$ cat src/rtl/score_recorder.sv
// Records note keys into the MusicScore RAM as {key code, duration} entries,
// closing every recording with a {0,0} end-of-score marker.
module score_recorder #(
  parameter int AddressBits  = 5,
  parameter int DataLength   = 4,
  parameter int StartAddress = 0,
  parameter int TickCycles   = 12500000
) (
  input  logic                   CLK,
  input  logic                   RESET,
  input  logic                   Record,
  input  logic [2:0]             Keys,
  output logic                   ReadOrWrite,
  output logic [AddressBits-1:0] Address,
  output logic [DataLength-1:0]  KeyData,
  output logic [DataLength-1:0]  TimeData,
  output logic                   Recording,
  output logic                   Full,
  output logic [2:0]             dbg_state
);

  localparam int TW = (TickCycles > 1) ? $clog2(TickCycles) : 1;
  localparam logic [TW-1:0]          TickLast  = TW'(TickCycles - 1);
  localparam logic [TW-1:0]          TickOne   = (TickCycles > 1) ? TW'(1) : '0;
  localparam logic [DataLength-1:0]  UnitsOne  = (TickCycles > 1) ? '0 : DataLength'(1);
  localparam logic [DataLength-1:0]  UnitsMax  = '1;
  localparam logic [AddressBits-1:0] AddrFirst = AddressBits'(StartAddress);
  localparam logic [AddressBits-1:0] AddrLast  = '1;

  typedef enum logic [2:0] {
    IDLE     = 3'd0,
    WAIT_KEY = 3'd1,
    MEASURE  = 3'd2,
    WRITE    = 3'd3,
    END      = 3'd4
  } state_t;

  state_t                 state_q, state_d;
  logic [DataLength-1:0]  key_code_q, key_code_d;
  logic [DataLength-1:0]  cur_key_q, cur_key_d;
  logic [DataLength-1:0]  next_key_q, next_key_d;
  logic [DataLength-1:0]  units_q, units_d;
  logic [DataLength-1:0]  wr_units_q, wr_units_d;
  logic [TW-1:0]          tick_q, tick_d;
  logic [AddressBits-1:0] addr_q, addr_d;
  logic                   stop_q, stop_d;
  logic                   full_q, full_d;
  logic                   rw_q, rw_d;
  logic [AddressBits-1:0] addr_out_q, addr_out_d;
  logic [DataLength-1:0]  key_out_q, key_out_d;
  logic [DataLength-1:0]  time_out_q, time_out_d;

  logic                   wrap;
  logic [TW-1:0]          tick_cnt;
  logic [DataLength-1:0]  units_cnt;
  logic [AddressBits-1:0] addr_inc;

  // Counters always track the segment whose code is currently registered, so
  // the cycle in which a new code appears already belongs to the new segment.
  always_comb begin
    wrap      = (tick_q == TickLast);
    tick_cnt  = wrap ? '0 : tick_q + TW'(1);
    units_cnt = (wrap && units_q != UnitsMax) ? units_q + DataLength'(1) : units_q;
    addr_inc  = addr_q + AddressBits'(1);

    state_d    = state_q;
    cur_key_d  = cur_key_q;
    next_key_d = next_key_q;
    units_d    = units_q;
    wr_units_d = wr_units_q;
    tick_d     = tick_q;
    addr_d     = addr_q;
    stop_d     = stop_q;
    full_d     = full_q;
    rw_d       = 1'b1;
    addr_out_d = addr_q;
    key_out_d  = key_out_q;
    time_out_d = time_out_q;

    if (Keys[0])      key_code_d = DataLength'(1);
    else if (Keys[1]) key_code_d = DataLength'(2);
    else if (Keys[2]) key_code_d = DataLength'(3);
    else              key_code_d = '0;

    case (state_q)
      IDLE: begin
        if (Record) begin
          state_d = WAIT_KEY;
          addr_d  = AddrFirst;
          full_d  = 1'b0;
        end
      end
      WAIT_KEY: begin
        if (Record) begin
          state_d = END;
        end else if (key_code_q != '0) begin
          state_d   = MEASURE;
          cur_key_d = key_code_q;
          tick_d    = TickOne;
          units_d   = UnitsOne;
        end
      end
      MEASURE: begin
        if (Record) begin
          state_d    = WRITE;
          wr_units_d = units_q;
          stop_d     = 1'b1;
          next_key_d = cur_key_q;
        end else if (key_code_q != cur_key_q) begin
          state_d    = WRITE;
          wr_units_d = units_q;
          stop_d     = 1'b0;
          next_key_d = key_code_q;
          tick_d     = TickOne;
          units_d    = UnitsOne;
        end else if (wrap && units_cnt == UnitsMax) begin
          state_d    = WRITE;
          wr_units_d = UnitsMax;
          stop_d     = 1'b0;
          next_key_d = cur_key_q;
          tick_d     = '0;
          units_d    = '0;
        end else begin
          tick_d  = tick_cnt;
          units_d = units_cnt;
        end
      end
      WRITE: begin
        tick_d    = tick_cnt;
        units_d   = units_cnt;
        cur_key_d = next_key_q;
        state_d   = stop_q ? END : MEASURE;
        if (wr_units_q != '0) begin
          rw_d       = 1'b0;
          key_out_d  = cur_key_q;
          time_out_d = wr_units_q;
          addr_d     = addr_inc;
          if (addr_inc == AddrLast) begin
            state_d = END;
            full_d  = 1'b1;
          end
        end
      end
      END: begin
        rw_d       = 1'b0;
        key_out_d  = '0;
        time_out_d = '0;
        state_d    = IDLE;
      end
      default: state_d = IDLE;
    endcase
  end

  // The RAM port is driven from registers so the strobe and its address/data
  // change together on a clock edge and stay stable for the whole cycle.
  always_ff @(posedge CLK or negedge RESET) begin
    if (!RESET) begin
      state_q    <= IDLE;
      key_code_q <= '0;
      cur_key_q  <= '0;
      next_key_q <= '0;
      units_q    <= '0;
      wr_units_q <= '0;
      tick_q     <= '0;
      addr_q     <= AddrFirst;
      stop_q     <= 1'b0;
      full_q     <= 1'b0;
      rw_q       <= 1'b1;
      addr_out_q <= AddrFirst;
      key_out_q  <= '0;
      time_out_q <= '0;
    end else begin
      state_q    <= state_d;
      key_code_q <= key_code_d;
      cur_key_q  <= cur_key_d;
      next_key_q <= next_key_d;
      units_q    <= units_d;
      wr_units_q <= wr_units_d;
      tick_q     <= tick_d;
      addr_q     <= addr_d;
      stop_q     <= stop_d;
      full_q     <= full_d;
      rw_q       <= rw_d;
      addr_out_q <= addr_out_d;
      key_out_q  <= key_out_d;
      time_out_q <= time_out_d;
    end
  end

  assign ReadOrWrite = rw_q;
  assign Address     = addr_out_q;
  assign KeyData     = key_out_q;
  assign TimeData    = time_out_q;
  assign Recording   = (state_q != IDLE);
  assign Full        = full_q;
  assign dbg_state   = state_q;

endmodule

$ cat config.mk
export PLATFORM = sky130hd
export DESIGN_NAME = score_recorder
export DESIGN_NICKNAME = d
export VERILOG_FILES = /design/src/rtl/score_recorder.sv
export SDC_FILE = /design/constraint.sdc
export NUM_CORES = 1
export LEC_CHECK = 0
export CAP_MARGIN = 20
export CORE_MARGIN = 3
export CORE_UTILIZATION = 40
export CTS_CLUSTER_SIZE = 10
export DETAILED_ROUTE_END_ITERATION = 10
export GPL_TIMING_DRIVEN = 0
export PLACE_DENSITY_LB_ADDON = 0.12
export SETUP_SLACK_MARGIN = 0.05
export SLEW_MARGIN = 15
export SYNTH_ARGS = -nofsm -noshare
export SYNTH_HDL_FRONTEND = slang
export SYNTH_SLANG_ARGS = --single-unit
$ cat constraint.sdc
create_clock -name CLK -period 3.4 [get_ports CLK]
set_input_delay 0.51 -clock CLK [delete_from_list [all_inputs] [get_ports CLK]]
set_output_delay 0.51 -clock CLK [all_outputs]
set_load 0.005 [all_outputs]
Word-level counts from Yosys, hierarchy flattened
Index checks and enable logic that the tools add are counted.
- $add $sub $neg: 3
- eq/ne operators: 17
- muxes and demuxes: 52
- reduce and logical (&&, ||, !) cells: 18
- operator list (operator ; number):
    two-way mux 24 bit ; 6
    one-hot mux 24 bit (3 select lines) ; 1
    two-way mux 4 bit ; 17
    two-way mux 3 bit ; 9
    adder 24 x 1 -> 24 bit (second input constant) ; 1
    == test 24 bit (second input constant) ; 1
    one-hot mux 4 bit (2 select lines) ; 3
    inequality test 2 bit (second input constant) ; 6
    one-hot mux 3 bit (4 select lines) ; 1
    one-hot mux 4 bit (3 select lines) ; 1
    two-way mux 5 bit ; 2
    one-hot mux 5 bit (2 select lines) ; 1
    AND reduction 3 bit ; 3
    nonzero test 3 bit ; 3
    inequality test 4 bit (second input constant) ; 2
    AND reduction 4 bit ; 2
    nonzero test 4 bit ; 2
    two-way mux 1 bit ; 7
    == test 3 x 2 -> 1 bit (second input constant) ; 2
    nonzero test 2 bit ; 3
    adder 5 x 1 -> 5 bit (second input constant) ; 1
    == test 5 bit (second input constant) ; 1
    adder 4 x 1 -> 4 bit (second input constant) ; 1
    == test 4 bit (second input constant) ; 1
    9 further kinds ; 13
- register bits: 68
- input port bits: 6
- output and inout port bits: 19
- word-level logic and storage cells: 104

Logic depth before layout (Yosys ltp)
Gate-level depths: netlist (run 1).
- depth after elaboration: 9
- gate-level depth with buffers: 9
- mapped depth without buffers: 7

Least setup slack after synthesis (run 1)
Ideal clock, no wire load.
- path type: register to register
- from: reg tick_q[7]
- to: reg next_key_q[0]
- setup time: 0.125 ns
- arrival: 1.918 ns
- data required time: 3.275 ns
- slack: 1.357 ns
- cell stages (with the launch flop): 9
- path buffers: 2
- period minus slack after synthesis: 2.043 ns
- cells stage by stage: dfrtp_1 -> or4_4 -> nor3_2 -> and4b_1 -> buf_6 -> a21oi_2 -> nor2b_2 -> buf_6 -> mux2_4
- cells in the longest elaborated chain, start to end: 7
- RTL lines (element ; line ; text):
    start, declared ; 44 ; logic [TW-1:0] tick_q, tick_d;
    start signal, assigned ; 179 ; tick_q <= tick_d;
    == test 24 bit (*) ; 61 ; wrap = (tick_q == TickLast);
    logical AND 1 bit ; 63 ; units_cnt = (wrap && units_q != UnitsMax) ? units_q + DataLength'(1) : units_q;
    two-way mux 4 bit ; 63 ;
    == test 4 bit ; 116 ; end else if (wrap && units_cnt == UnitsMax) begin
    logical AND 1 bit (*) ; 116 ;
    nonzero test 3 bit (no line) (*) ; -- ;
    AND reduction 2 bit (no line) (*) ; -- ;
    end signal, assigned ; 176 ; next_key_q <= next_key_d;
    end, declared ; 41 ; logic [DataLength-1:0] next_key_q, next_key_d;
Mark *: on every way between the ends. The rest lies on a longest branch, timed or not.
A chain may end at the register's enable or synchronous reset.

Worst setup path in the final report (run 1)
- from: reg state_q[2], in the netlist dbg_state[2]
- to: out Recording
- cells in the longest elaborated chain, start to end: 1
- RTL lines (element ; line ; text):
    start, declared ; 38 ; state_t state_q, state_d;
    start signal, assigned ; 173 ; state_q <= state_d;
    nonzero test 3 bit ; 194 ; assign Recording = (state_q != IDLE);
    end, declared ; 17 ; output logic Recording,
Every way passes these cells.

==> results of run 1 <==
==> power by group through the flow <==
stage | sequential (W) | clock (W) | combinational (W)
4_1_cts | 0.00109 | 0.000813 | 0.000976
6_report | 0.00109 | 0.000790 | 0.000962
2_1_floorplan | 0.00108 | 0 | 0.000621
3_3_place_gp | 0.00110 | 0 | 0.000962
5_1_grt | 0.00112 | 0.000847 | 0.00108
3_5_place_dp | 0.00111 | 0 | 0.000973
==> how the worst max path moves through the flow <==
stage	cells past startpoint	from	end
finish	3	dbg_state[2]	Recording
global route	3	dbg_state[2]	Recording
CTS	3	dbg_state[2]	Recording
detailed placement	7	Record	tick_q[14]
global placement	1	RESET	key_code_q[0]
floorplan	8	tick_q[7]	next_key_q[0]
==> kinds of logic (layout without fill, tap and decap cells) <==
logic type                 Yosys count  count (layout)  share of synthesized area
AOI/OAI and AO/OA                   52              52                      0.107
xor gates and xnor gates            23              23                     0.0637
adders and majority gates            4               4                     0.0158
buffers and inverters               24              64                     0.0360
DFF                                 66              66                      0.523
muxes                                8               8                     0.0309
and+or+nand+nor                    139             139                      0.223
==> routing by layer <==
layer,routed length [um],GRT usage,vias to the layer above
li1,-,-,1175
met1,3300,0.228,1125
met2,2720,0.223,33
met3,211,0.0327,6
met5,0,0,-
met4,63,0.0685,0
==> cell usage after synthesis (2+ instances only) <==
master	n
and4_1	3
nor2_1	36
nor3_2	2
xnor2_1	2
or3_1	4
a21oi_2	2
a31oi_1	5
nand4_1	12
and2_1	3
a21oi_1	8
nand2b_1	2
mux2_4	3
nand3_1	16
dfrtp_1	65
o22a_1	4
mux2i_1	3
o21ai_0	19
buf_2	7
buf_6	2
xor2_1	21
clkbuf_1	5
nor4b_1	2
inv_1	10
nand3b_1	3
a211o_1	2
nand2_1	38
ha_1	4
a22o_1	3
nor3_1	2
and3_1	7
mux2_2	2
==> flip-flops by register name, summed over array words and instances (netlist names) <==
register,cells
key_code_q,2
KeyData,4
ReadOrWrite,1
stop_q,1
Full,1
next_key_q,4
tick_q,24
units_q,4
addr_out_d,5
cur_key_q,4
Address,5
dbg_state,3
wr_units_q,4
TimeData,4
==> cell type report <==
class | count | share of cell area
clock buffers | 9 | 0.0328
well taps | 99 | 0.0328
flip-flops and latches | 66 | 0.438
plain buffers | 14 | 0.0202
inverters | 10 | 0.00995
repair buffers | 24 | 0.0656
clock inverters | 7 | 0.0312
multi-input cells | 226 | 0.369
==> metrics by stage <==
step	instances	total power (W)
after floorplan	316	0.00170
after detailed placement	439	0.00208
after global routing	455	0.00304
after global placement	438	0.00207
after CTS	455	0.00288
final	455	0.00284
==> cell usage in the layout, fill, tap and decap left out, drive strengths merged, types with 2 or more instances in the layout <==
master	count
or4	2
clkdlybuf4s50	22
or3	4
nor2b	2
mux2i	3
ha	4
dfrtp	65
and3	7
nand2	38
a211o	2
o21ai	19
buf	11
and2	3
nand3b	3
a22o	3
nor3	4
nand2b	2
a31oi	5
xnor2	2
a21oi	10
clkinv	4
nand4	12
inv	10
bufinv	3
clkbuf	14
nor2	37
o22a	4
nor4b	2
xor2	21
mux2	5
and4	3
nand3	16
==> impl_metrics.yaml, run 1 <==
timing:
  layout_setup_ws_ns: 0.935
  setup_violations: 0
  hold_viol_final: 0
  max_freq_mhz: 406
  slew_violations: 0
  fin_crit_ns: 2.47
  worst_pin_slew_ns: 0.673
  rsz0062_at_grt: "no"
  fin_tns_setup_ns: 0
  slew_headroom: 0.547
  finClkSkew_ns: 0.00824
  period_share: 0.725
  hold_slack_ns: 0.0909
clock_tree:
  postCtsHoldBufs: 0
  cts_tree: "yes"
  clk_latency_ns: 0.34
  cts_root_buffer: "clkbuf_8"
  clockBufferDepth: 2
  cts_buffers: 9
  clk_pin_slew_ns: 0.07
  cts_num_sinks: 66
  postCtsSetupBuffers: 0
  h-tree-depth: 3
  cts.repair.resized: 0
global_routing:
  grt_start_max_net_pins: 40
  grt_pass1_vias: 2222
  grt_pass1_wl_um: 10900
  antenna_found_initial: 0
  gr-total-overflow: 0
  track_usage: 0.156
pwr:
  power.internal_w: 0.00188
  power_frac_comb: 0.338
  power_density_nw_per_um2: 754
  clkPwrFrac: 0.278
  p_sw_w: 0.000964
  swShare: 0.339
  power.leakage_nw: 1.68
  irDropWorstVdd_v: 0.000279
  pwr-share-seq: 0.384
synth:
  synth_cell_types: 50
  synthCells: 316
  synth_edf_count: 0
  synthesis.area_sq_um: 3160
  synthTopCellsByArea: "dfrtp_1, xor2_1, nand2_1, nor2_1, o21ai_0"
  syn-num-nets: 326
  synth_top_area_share: 0.515
  yosys_warnings: 0
  synth_area_leader_cell: "dfrtp_1"
  async_flop_share: 1.00
  ys_seq_elements: 66
  yosysSeqAreaShare: 0.523
  synth.avg_cell_area_sq_um: 10.0
  synthFlopType: "dfrtp_1"
placement:
  place.gp.congestion: 0.760
  postPlaceCellArea_sq_um: 3530
  port_buffers: 23
  dp_hpwl_um: 4400
  dp_worst_setup_slack_ns: 1.12
detailed_routing:
  avgRoutedWirePerCell_um: 13.8
  drt-vias-per-instance: 5.14
  dr.pass1.iters: 4
  antenna_left: 0
  drc: 0
  drt_wl_total_um: 6300
  first_iter_violations: 111
  vias: 2339
setup_path:
  critical_path_class: "register to output pin"
  cp_num_buf_inv: 2
  slowest_stage: "or3_1"
  end_kind: "output pin"
  reg2reg_setup_slack_ns: 1.17
  slowest_delay_ns: 0.48
  crit_fanout: 10
  crit_chain: "clkbuf_1 -> or3_1 -> clkdlybuf4s50_1"
  crit_path_start_kind: "register"
  r2r-start: "tick_q[8]"
  reg2reg_depth: 8
  critPathArrivalTime_ns: 1.96
  cp_top_family: "buffers and inverters"
  worstPathRequired_ns: 2.89
  r2r-end: "next_key_q[1]"
cells_and_area:
  final_nets: 361
  multiInputGateArea_sq_um: 1390
  register_area_sq_um: 1650
  drive_above_1_share: 0.121
  nFillCells: 712
  design_area_sq_um: 3770
  syn2layout_area_growth_pct: 19.4
  final_util: 0.507
  antennaDiodeCount: 0
floorplanning:
  die_h_um: 94.9
  rows: 31
  io_pins: 25
  start_util: 0.424
  die_w_um: 94.9
  die-area_sq_um: 9000
  core_sq_um: 7450
status:
  status: "finished clean"
hold_path:
  hold_class: "primary input to asynchronous set/reset pin"
job:
  cap_viol_max_count: 0
Power figures use the tool's default switching activity.
==> inputs of run 2 (changes only) <==
==> constraint.sdc (replaced) <==
create_clock -name CLK -period 2.3 [get_ports CLK]
set_input_delay 0.345 -clock CLK [delete_from_list [all_inputs] [get_ports CLK]]
set_output_delay 0.345 -clock CLK [all_outputs]
set_load 0.005 [all_outputs]
==> impl_metrics.yaml, run 2 (synthesis gave the netlist of run 1 again) <==
status:
  status: "finished clean"
placement:
  postPlaceCellArea_sq_um: 3530
  dp_hpwl_um: 4400
  place.gp.congestion: 0.760
  port_buffers: 23
  dp_worst_setup_slack_ns: 0.0754
floorplanning:
  rows: 31
  start_util: 0.424
  core_sq_um: 7450
  die_w_um: 94.9
  die-area_sq_um: 9000
  io_pins: 25
  die_h_um: 94.9
clock_tree:
  cts_root_buffer: "clkbuf_8"
  cts_tree: "yes"
  clockBufferDepth: 2
  cts_num_sinks: 66
  clk_latency_ns: 0.34
  clk_pin_slew_ns: 0.08
  cts_buffers: 9
  h-tree-depth: 3
cells_and_area:
  regMostFlops: "tick_q"
  final_common_cell: "dfrtp_1"
  antennaDiodeCount: 0
  design_area_sq_um: 3820
  syn2layout_area_growth_pct: 20.9
  final_cell_mix: "dfrtp_1, nand2_1, nor2_1, clkdlybuf4s50_1, xor2_1"
  drive_above_1_share: 0.139
  largest_reg_flops: 24
  final_nets: 364
global_routing:
  grt_pass1_vias: 2222
  track_usage: 0.156
  gr-total-overflow: 0
  grt_pass1_wl_um: 10900
  grt_start_max_net_pins: 40
  antenna_found_initial: 0
setup_path:
  crit_fanout: 6
  cp_num_buf_inv: 2
  slowest_stage: "or4_4"
  critPathArrivalTime_ns: 2.38
  critical_path_class: "register to register"
  slowest_delay_ns: 0.54
  end_kind: "register"
  cpMostUsedCell: "buf_6"
  crit_path_start_kind: "register"
  worstPathRequired_ns: 2.52
  cp_top_family: "simple AND/OR/NAND/NOR gates"
  crit_chain: "or4_4 -> nor3_2 -> and4b_1 -> buf_6 -> a21oi_2 -> nor2b_2 -> buf_6 -> mux2_4"
detailed_routing:
  antenna_left: 0
  drc: 0
  vias: 2364
  drt_wl_total_um: 6330
  drt-vias-per-instance: 5.16
  dr.pass1.iters: 4
  first_iter_violations: 108
  avgRoutedWirePerCell_um: 13.8
timing:
  max_freq_mhz: 461
  layout_setup_ws_ns: 0.132
  finClkSkew_ns: 0.00887
  slew_headroom: 0.570
  period_share: 0.942
  fin_crit_ns: 2.17
  hold_viol_final: 0
  worst_pin_slew_ns: 0.638
  rsz0062_at_grt: "no"
  setup_violations: 0
  slew_violations: 0
job:
  cap_viol_max_count: 0
pwr:
  power_density_nw_per_um2: 1110
  power.leakage_nw: 1.71
  irDropWorstVdd_v: 0.000411
hold_path:
  hold_class: "register to register"
## run 2: final cells by class
class / count / area, sq um
sequential: 66 / 1650
clock buffer: 9 / 124
buffer: 12 / 72.6
fill: 709 / 3630
clock inverter: 7 / 118
inverter: 10 / 37.5
timing repair buffer: 29 / 288
multi-input combinational: 226 / 1410
tap: 99 / 124
## run 2: where the power goes
| part | internal [W] | switching (W) | total [W] | leakage [nW] |
|---|---|---|---|---|
| Clock | 0.000720 | 0.000449 | 0.00117 | 0.123 |
| Combinational | 0.000673 | 0.000780 | 0.00145 | 0.707 |
| Sequential | 0.00142 | 0.000195 | 0.00161 | 0.878 |
## run 2: repair_timing
action,CTS,global route
pin swaps,0,1
setup buffers,0,4
hold buffers,1,0
setup endpoints to repair,1,29
gates resized for setup,2,3
hold endpoints to repair,27,0
## run 2: worst reg2reg max path, stage by stage (launching register included)
cell	delay [ns]
dfrtp_1	0.41
or4_4	0.54
nor3_2	0.13
and4b_1	0.23
buf_6	0.12
a21oi_2	0.07
nor2b_2	0.12
buf_6	0.14
mux2_4	0.30
## run 2: worst paths after layout
kind	to	start	slack, ns	cells after the start
max	next_key_q[1]	tick_q[7]	0.13	8
min	Address[4]	addr_out_d[4]	0.47	0
max reg2reg	next_key_q[1]	tick_q[7]	0.13	8
min reg2reg	Address[4]	addr_out_d[4]	0.47	0
max in group asynchronous	ReadOrWrite	RESET	1.22	3
min in group asynchronous	tick_q[4]	RESET	0.48	2
## run 2: per-stage QoR
step,hold WS [ns],setup TNS (ns),utilization,power [W],instances
final,0.466,0,0.513,0.00423,458
after global routing,0.492,0,0.513,0.00453,458
after CTS,0.465,0,0.509,0.00427,456
after detailed placement,0.292,0,0.474,0.00307,439
after global placement,0.442,-95.11,0.472,0.00305,438
after floorplan,0.0494,0,-,0.00252,316
## run 2: per-layer routing
layer / global-route usage / vias up / part of all wire
met5: 0 / - / 0
met4: 0.0685 / 0 / 0.0093
met3: 0.0319 / 7 / 0.032
met2: 0.223 / 40 / 0.44
met1: 0.228 / 1134 / 0.52
li1: - / 1183 / -
==> inputs of run 3 (changes only) <==
--- a/config.mk
+++ b/config.mk
@@ -6,8 +6,10 @@
 export NUM_CORES = 1
 export LEC_CHECK = 0
 export CAP_MARGIN = 20
+export CELL_PAD_IN_SITES_DETAIL_PLACEMENT = 1
+export CELL_PAD_IN_SITES_GLOBAL_PLACEMENT = 2
 export CORE_MARGIN = 3
-export CORE_UTILIZATION = 40
+export CORE_UTILIZATION = 37
 export CTS_CLUSTER_SIZE = 10
 export DETAILED_ROUTE_END_ITERATION = 10
 export GPL_TIMING_DRIVEN = 0
==> impl_metrics.yaml, run 3 (synthesis gave the netlist of run 1 again) <==
job:
  cap_viol_max_count: 0
setup_path:
  critPathArrivalTime_ns: 1.83
  reg2reg_setup_slack_ns: 0.15
  startpoint: "dbg_state[2]"
  end_kind: "output pin"
  crit_path_start_kind: "register"
  critical_path_class: "register to output pin"
  r2r-start: "tick_q[7]"
  crit_fanout: 10
  worstPathRequired_ns: 1.96
floorplanning:
  core_sq_um: 8260
  die_w_um: 98.4
  start_util: 0.383
  rows: 33
  io_pins: 25
  die-area_sq_um: 9690
  die_h_um: 98.4
timing:
  worst_pin_slew_ns: 0.664
  slew_headroom: 0.553
  setup_violations: 0
  fin_crit_ns: 2.18
  slew_violations: 0
  rsz0062_at_grt: "yes"
  max_freq_mhz: 459
  hold_viol_final: 0
  period_share: 0.947
  fin_tns_setup_ns: 0
  finClkSkew_ns: 0.00811
detailed_routing:
  drc: 0
  antenna_left: 0
  drt-vias-per-instance: 5.20
  dr.pass1.iters: 4
  avgRoutedWirePerCell_um: 15.6
  vias: 2433
  first_iter_violations: 42
  drt_wl_total_um: 7290
global_routing:
  grt_start_max_net_pins: 44
  antenna_found_initial: 0
  grt_pass1_wl_um: 12600
  track_usage: 0.162
  gr-total-overflow: 0
  grt_pass1_vias: 2524
cells_and_area:
  stdcell_count: 468
  nFillCells: 958
  final_common_cell: "dfrtp_1"
  final_nets: 368
  syn2layout_area_growth_pct: 21.4
  regMostFlops: "tick_q"
  final_cell_mix: "dfrtp_1, nand2_1, nor2_1, clkdlybuf4s50_1, xor2_1"
  antennaDiodeCount: 0
  drive_above_1_share: 0.146
  largest_reg_flops: 24
status:
  status: "finished clean"
clock_tree:
  cts_tree: "yes"
  cts_buffers: 9
  clk_latency_ns: 0.34
  h-tree-depth: 3
  cts_num_sinks: 66
  clockBufferDepth: 2
  clk_pin_slew_ns: 0.08
  cts_root_buffer: "clkbuf_8"
pwr:
  power.leakage_nw: 1.71
  irDropWorstVdd_v: 0.000458
  power_density_nw_per_um2: 1090
placement:
  dp_hpwl_um: 5160
  dp_cells: 445
  port_buffers: 23
  place.gp.congestion: 0.761
hold_path:
  hold_class: "primary input to asynchronous set/reset pin"
==> run 3: changes by cell type in the layout (fill, tap and decap cells not counted), sizes merged <==
cell | previous run | this run
buf | 16 | 19
clkinvlp | 0 | 2
bufinv | 3 | 2
clkbuf | 11 | 12
clkinv | 4 | 3
==> run 3: layout make-up <==
class / instances / area [sq um] / share of cell area
Inverter: 10 / 37.5 / 0.00978
Clock inverter: 7 / 93.8 / 0.0245
Multi-Input combinational cell: 226 / 1410 / 0.366
Buffer: 13 / 73.8 / 0.0192
Clock buffer: 9 / 124 / 0.0323
Tap cell: 105 / 131 / 0.0342
Sequential cell: 66 / 1650 / 0.431
Timing Repair Buffer: 32 / 318 / 0.0828
==> run 3: timing repair <==
item | in CTS | in global routing
setup buffers | 0 | 7
resized for setup | 1 | 3
pin swaps | 0 | 1
endpoints found under the hold margin | 22 | 0
endpoints found under the setup margin | 2 | 28
hold buffers | 1 | 0
gates cloned | 0 | 0
==> run 3: worst paths after layout <==
path	end	cells past startpoint
hold / removal	Address[0]	2
setup reg to reg	next_key_q[0]	8
max in group asynchronous	next_key_q[3]	3
hold reg to reg	Address[4]	0
min in group CLK	Address[4]	0
setup / recovery	Recording	3
==> run 3: critical path: stages (launching register included) <==
cell and delay, ns:
dfrtp_1 0.41, buf_2 0.21, or3_1 0.42, clkdlybuf4s50_1 0.46
==> run 3: per-layer routing <==
metal / track usage / share of wire
met1: 0.199 / 0.45
met5: 0 / 0
met4: 0.0630 / 0.017
met3: 0.0326 / 0.025
met2: 0.281 / 0.51
==> run 3: report_power, final <==
part           internal, W  switching (W)
logic             0.000675       0.000819
registers          0.00142       0.000203
clock network     0.000607       0.000456
==> run 3: stage by stage <==
stage	instance area (sq um)	hold slack (ns)	total power, W	setup WS, ns	util
6_report	3840	0.450	0.00418	0.122	0.465
5_1_grt	3840	0.466	0.00448	0.0369	0.465
4_1_cts	3770	0.448	0.00422	0.0502	0.457
3_5_place_dp	3550	0.278	0.00312	0.0503	0.430
3_3_place_gp	3520	0.449	0.00308	-1.50	0.427
2_1_floorplan	3160	0.0494	0.00252	0.257	-
